<file path="src/rtl/rom_burst_reader.sv">
// Purpose: block-read bus master; fetches start_len words from start_addr, one single-beat read each, into a 4-entry output FIFO.
// Latency: start -> RVALID_M next cycle; RLAST_M -> dout_valid next cycle; steady state one word per 3 cycles.
// Backpressure: a new bus request is issued only while the FIFO has a free slot, so returned data never overflows.
//
// Ports:
//   bus_clk, bus_rst                : clock, asynchronous active-high reset
//   start, start_addr, start_len    : command strobe (ignored while busy), first address, word count (0 allowed)
//   busy, done                      : command in progress, one-cycle completion pulse
//   dout_valid, dout_data, dout_ready : output stream (FIFO head), popped on valid & ready
//   ADDR_M, BLEN_M, RVALID_M, RREADY_M, RDATA_M, RLAST_M : bus read master side
module rom_burst_reader #(
    parameter int ADDR_W     = 12,
    parameter int DATA_W     = 16,
    parameter int LEN_W      = 10,
    parameter int BLEN_W     = 10,
    parameter int FIFO_DEPTH = 4
) (
    input  logic              bus_clk,
    input  logic              bus_rst,
    input  logic              start,
    input  logic [ADDR_W-1:0] start_addr,
    input  logic [LEN_W-1:0]  start_len,
    output logic              busy,
    output logic              done,
    output logic              dout_valid,
    output logic [DATA_W-1:0] dout_data,
    input  logic              dout_ready,
    output logic [ADDR_W-1:0] ADDR_M,
    output logic [BLEN_W-1:0] BLEN_M,
    output logic              RVALID_M,
    input  logic              RREADY_M,
    input  logic [DATA_W-1:0] RDATA_M,
    input  logic              RLAST_M
);

    localparam int PTR_W = $clog2(FIFO_DEPTH);
    localparam int CNT_W = PTR_W + 1;
    localparam logic [CNT_W-1:0] DEPTH_C = CNT_W'(FIFO_DEPTH);

    typedef enum logic [2:0] {
        S_IDLE,
        S_REQ,
        S_WAIT_LAST,
        S_HOLD,
        S_FIN
    } state_t;

    state_t            r_state;
    logic [ADDR_W-1:0] r_addr;
    logic [LEN_W-1:0]  r_remaining;
    logic              r_busy;
    logic              r_done;

    logic [DATA_W-1:0] r_mem [FIFO_DEPTH];
    logic [PTR_W-1:0]  r_wr_ptr;
    logic [PTR_W-1:0]  r_rd_ptr;
    logic [CNT_W-1:0]  r_count;

    logic              w_push;
    logic              w_pop;
    logic [CNT_W-1:0]  w_count_nxt;
    logic              w_slot_now;
    logic              w_slot_after;

    // Response data is only meaningful while waiting for our one outstanding beat.
    assign w_push       = (r_state == S_WAIT_LAST) && RLAST_M;
    assign w_pop        = dout_valid && dout_ready;
    assign w_count_nxt  = r_count + CNT_W'(w_push) - CNT_W'(w_pop);
    assign w_slot_now   = (r_count < DEPTH_C);
    assign w_slot_after = (w_count_nxt < DEPTH_C);

    assign busy       = r_busy;
    assign done       = r_done;
    assign dout_valid = (r_count != '0);
    assign dout_data  = r_mem[r_rd_ptr];
    assign ADDR_M     = r_addr;
    assign BLEN_M     = BLEN_W'(1);
    assign RVALID_M   = (r_state == S_REQ);

    // Output FIFO; storage is cleared on reset so the head reads zero when empty after reset.
    always_ff @(posedge bus_clk or posedge bus_rst) begin
        if (bus_rst) begin
            for (int i = 0; i < FIFO_DEPTH; i++) begin
                r_mem[i] <= '0;
            end
            r_wr_ptr <= '0;
            r_rd_ptr <= '0;
            r_count  <= '0;
        end else begin
            if (w_push) begin
                r_mem[r_wr_ptr] <= RDATA_M;
                r_wr_ptr        <= r_wr_ptr + PTR_W'(1);
            end
            if (w_pop) begin
                r_rd_ptr <= r_rd_ptr + PTR_W'(1);
            end
            r_count <= w_count_nxt;
        end
    end

    always_ff @(posedge bus_clk or posedge bus_rst) begin
        if (bus_rst) begin
            r_state     <= S_IDLE;
            r_addr      <= '0;
            r_remaining <= '0;
            r_busy      <= 1'b0;
            r_done      <= 1'b0;
        end else begin
            case (r_state)
                S_IDLE: begin
                    if (start) begin
                        r_addr      <= start_addr;
                        r_remaining <= start_len;
                        r_busy      <= 1'b1;
                        if (start_len == '0) begin
                            r_state <= S_FIN;
                        end else if (w_slot_now) begin
                            r_state <= S_REQ;
                        end else begin
                            r_state <= S_HOLD;
                        end
                    end
                end
                S_HOLD: begin
                    if (w_slot_now) begin
                        r_state <= S_REQ;
                    end
                end
                S_REQ: begin
                    if (RREADY_M) begin
                        r_state <= S_WAIT_LAST;
                    end
                end
                S_WAIT_LAST: begin
                    if (RLAST_M) begin
                        r_addr      <= r_addr + ADDR_W'(1);
                        r_remaining <= r_remaining - LEN_W'(1);
                        if (r_remaining == LEN_W'(1)) begin
                            // Raise done together with the final push so it appears the cycle after RLAST_M.
                            r_done  <= 1'b1;
                            r_state <= S_FIN;
                        end else if (w_slot_after) begin
                            r_state <= S_REQ;
                        end else begin
                            r_state <= S_HOLD;
                        end
                    end
                end
                S_FIN: begin
                    // A zero-length command arrives here with done still low and spends
                    // one extra cycle raising it; otherwise done is already high.
                    if (r_done) begin
                        r_done  <= 1'b0;
                        r_busy  <= 1'b0;
                        r_state <= S_IDLE;
                    end else begin
                        r_done <= 1'b1;
                    end
                end
                default: begin
                    r_state <= S_IDLE;
                end
            endcase
        end
    end

endmodule
</file>
<file path="config.mk">
export PLATFORM = sky130hd
export DESIGN_NAME = rom_burst_reader
export DESIGN_NICKNAME = d
export VERILOG_FILES = /design/src/rtl/rom_burst_reader.sv
export SDC_FILE = /design/constraint.sdc
export NUM_CORES = 1
export LEC_CHECK = 0
export CELL_PAD_IN_SITES_DETAIL_PLACEMENT = 0
export CELL_PAD_IN_SITES_GLOBAL_PLACEMENT = 1
export CORE_MARGIN = 5
export CORE_UTILIZATION = 42
export CTS_CLUSTER_SIZE = 8
export DETAILED_ROUTE_END_ITERATION = 7
export PLACE_DENSITY = 0.8
export SETUP_SLACK_MARGIN = 0.15
export SLEW_MARGIN = 5
export SYNTH_ARGS = -nofsm -noshare
export SYNTH_HDL_FRONTEND = slang
export SYNTH_SLANG_ARGS = --single-unit
export TNS_END_PERCENT = 5
</file>
<file path="constraint.sdc">
create_clock -name bus_clk -period 4.1 [get_ports bus_clk]
set_clock_uncertainty 0.1 [all_clocks]
set_input_delay 0.82 -clock bus_clk [delete_from_list [all_inputs] [get_ports bus_clk]]
set_output_delay 0.82 -clock bus_clk [all_outputs]
set_load 0.01 [all_outputs]
</file>
==> impl_metrics.json <==
{
  "status": "completed",
  "cts-root-buf": "clkbuf_16",
  "end_kind": "primary output",
  "fin_nets": 532,
  "track_usage": 0.1535,
  "synth.distinct_cells": 49,
  "grt_pass1_vias": 3571,
  "avgSynthCellArea_um2": 12.01,
  "io_buffer_count": 75,
  "fmax_mhz": 295.9,
  "dr_total_vias": 3438,
  "rows": 39,
  "drc": 0,
  "whs_ns": 0.4002,
  "clock_path_buffers": 2,
  "synth-edff-count": 0,
  "drive_gt1_frac": 0.2381,
  "period_minus_slack_ns": 3.380,
  "grt_overflow": 0,
  "crit_type": "flop to primary output",
  "h-tree-depth": 3,
  "critPathMaxFanout": 12,
  "ys.flop_type": "dfrtp_1",
  "cts_tree": "done",
  "place_hpwl_mm": 7.268,
  "drt-initial-drc-count": 201,
  "hold_path_class": "flop to flop",
  "cts_sinks": 98,
  "antenna_found_initial": 0,
  "worstPathArrival_ns": 2.46,
  "hold_viol": 0,
  "grt_first_pass_wirelength_mm": 17.77,
  "gp_congestion": 0.8040,
  "worst_slew_pin_slew_ns": 0.8325,
  "total_power_uw": 4781,
  "drtAntennaViolNets": 0,
  "area_growth_pct": 23.12,
  "grt_max_degree": 87,
  "via_per_inst": 5.492,
  "path_clk_slew_ns": 0.07,
  "core-area_um2": 11470,
  "drv_cap": 0,
  "avgRoutedWirePerCell_um": 16.74,
  "relSlewSlack": 0.4399,
  "instances_no_fill": 626,
  "numCtsBuffers": 9,
  "die-area_um2": 14020,
  "finalCritPeriodShare": 0.8243,
  "async_flop_share": 1.000,
  "postCtsSetupBuffers": 0,
  "ir_worst_vdd_v": 0.0005130,
  "yosysWarnings": 0,
  "fin_area_um2": 6077,
  "start_kind": "flop",
  "die_h_um": 118.4,
  "ys_seq_area_frac": 0.4968,
  "cts_hold_buf": 0,
  "drt-total-wl_mm": 10.48,
  "required_ns": 3.18,
  "syn-cell-area_um2": 4936,
  "drtPass1Iterations": 4,
  "power.density_nw_per_um2": 786.8,
  "dp_cells": 610,
  "rsz0062_at_grt": "false",
  "ys_ff_latch": 98,
  "r2r_cells": 10,
  "initial_utilization": 0.4304,
  "setup_viol": 0,
  "die_w_um": 118.4,
  "synthCells": 411,
  "ios": 86,
  "total_leakage_power_uw": 0.002558,
  "antenna_cells": 0,
  "fin_setup_tns_ns": 0,
  "maxSlewViolCount": 0,
  "clock_latency_ns": 0.34,
  "min_delay_path_depth": 1,
  "post_cts_resized": 0,
  "dpl_cell_area_um2": 5779
}
flip-flops by register name, summed over array words and instances, names as in the netlist, 2 cells and up:
register     count
r_mem           64
r_wr_ptr         2
r_count          3
ADDR_M          12
r_state          3
r_rd_ptr         2
r_remaining     10
path summary, 6_finish.rpt:
check,startpoint,slack (ns),endpoint
max in group asynchronous,bus_rst,2.58,r_remaining[1]$_DFFE_PP0P_
hold / removal,r_mem[46]$_DFFE_PP0P_,0.40,r_mem[46]$_DFFE_PP0P_
hold reg to reg,r_mem[46]$_DFFE_PP0P_,0.40,r_mem[46]$_DFFE_PP0P_
min in group asynchronous,bus_rst,0.64,r_state[1]$_DFFE_PP0P_
setup / recovery,r_rd_ptr[0]$_DFFE_PP0P_,0.72,dout_data[0]
setup reg to reg,r_count[2]$_DFF_PP0_,1.49,r_state[1]$_DFFE_PP0P_
Yosys cell counts, types with 5 or more instances:
master | n | area [µm²]
nand2_1 | 23 | 86.33
mux2_2 | 67 | 754.5
nand3_1 | 10 | 50.05
inv_1 | 13 | 48.80
o21ai_0 | 29 | 145.1
mux4_2 | 16 | 360.4
a31oi_1 | 8 | 50.05
ha_1 | 9 | 112.6
dfrtp_1 | 98 | 2452
nor2_1 | 20 | 75.07
buf_2 | 11 | 55.05
buf_4 | 10 | 75.07
nor4_1 | 6 | 37.54
a2bb2oi_1 | 5 | 43.79
a21oi_1 | 18 | 90.09
clkbuf_1 | 11 | 41.29
layer usage:
layer	global-route usage	share of wire	routed length (µm)
met1	0.2029	0.46	4871
met2	0.2532	0.48	5070
met3	0.04250	0.041	434
met4	0.03614	0.010	105
met5	0	0	0
power by group:
group | total [µW] | internal, µW | switching (µW)
combinational | 2130 | 1230 | 893
sequential | 1830 | 1440 | 395
clock | 823 | 466 | 358
total | 4780 | 3130 | 1650
final cells by class:
type / instances / area, µm²
Tap cell: 143 / 178.9
Clock inverter: 4 / 31.28
Inverter: 13 / 51.30
Sequential cell: 98 / 2452
Clock buffer: 12 / 266.5
Timing Repair Buffer: 81 / 808.3
Fill cell: 989 / 5390
Multi-Input combinational cell: 275 / 2288
logic make-up (layout without fill, tap and decap cells):
| logic type | after synthesis | count (layout) | synth area share |
|---|---|---|---|
| adders and majority gates | 10 | 10 | 0.02687 |
| other | 2 | 10 | 0.001521 |
| xor gates and xnor gates | 5 | 5 | 0.008872 |
| AOI/OAI and AO/OA | 80 | 80 | 0.09987 |
| buffers and inverters | 46 | 110 | 0.04689 |
| muxes | 83 | 83 | 0.2259 |
| and+or+nand+nor | 87 | 87 | 0.09328 |
| DFF | 98 | 98 | 0.4968 |
cell usage in the layout, fill, tap and decap left out, types with 3 or more instances in the layout:
cell type and count:
o31ai_1 3, nand2_1 23, ha_1 9, nand3_2 4
a31oi_1 8, clkdlybuf4s50_1 75, nor2_1 20, a21oi_1 18
dfrtp_1 98, nor3_1 3, nand3_1 10, o2bb2ai_1 3
mux2_2 67, xnor2_1 4, mux4_2 16, nor4_1 6
clkbuf_16 9, o21ai_0 29, inv_1 12, clkbuf_8 3
nor2b_1 3, buf_4 5, a2bb2oi_1 5, a22oi_1 3
conb_1 10
stage by stage:
| step | worst slack (ns) | util |
|---|---|---|
| 4_1_cts | 0.6414 | 0.5300 |
| 3_3_place_gp | 0.8238 | 0.5040 |
| 5_1_grt | 0.5548 | 0.5300 |
| 6_report | 0.7205 | 0.5300 |
| 3_5_place_dp | 0.7541 | 0.5040 |
| 2_1_floorplan | 0.6179 | - |
critical path: stages, from the launching register on:
cell	delay (ns)
dfrtp_1	0.79
buf_4	0.32
mux4_2	0.52
clkdlybuf4s50_1	0.49
No activity file was read; power rests on OpenSTA's default activity.
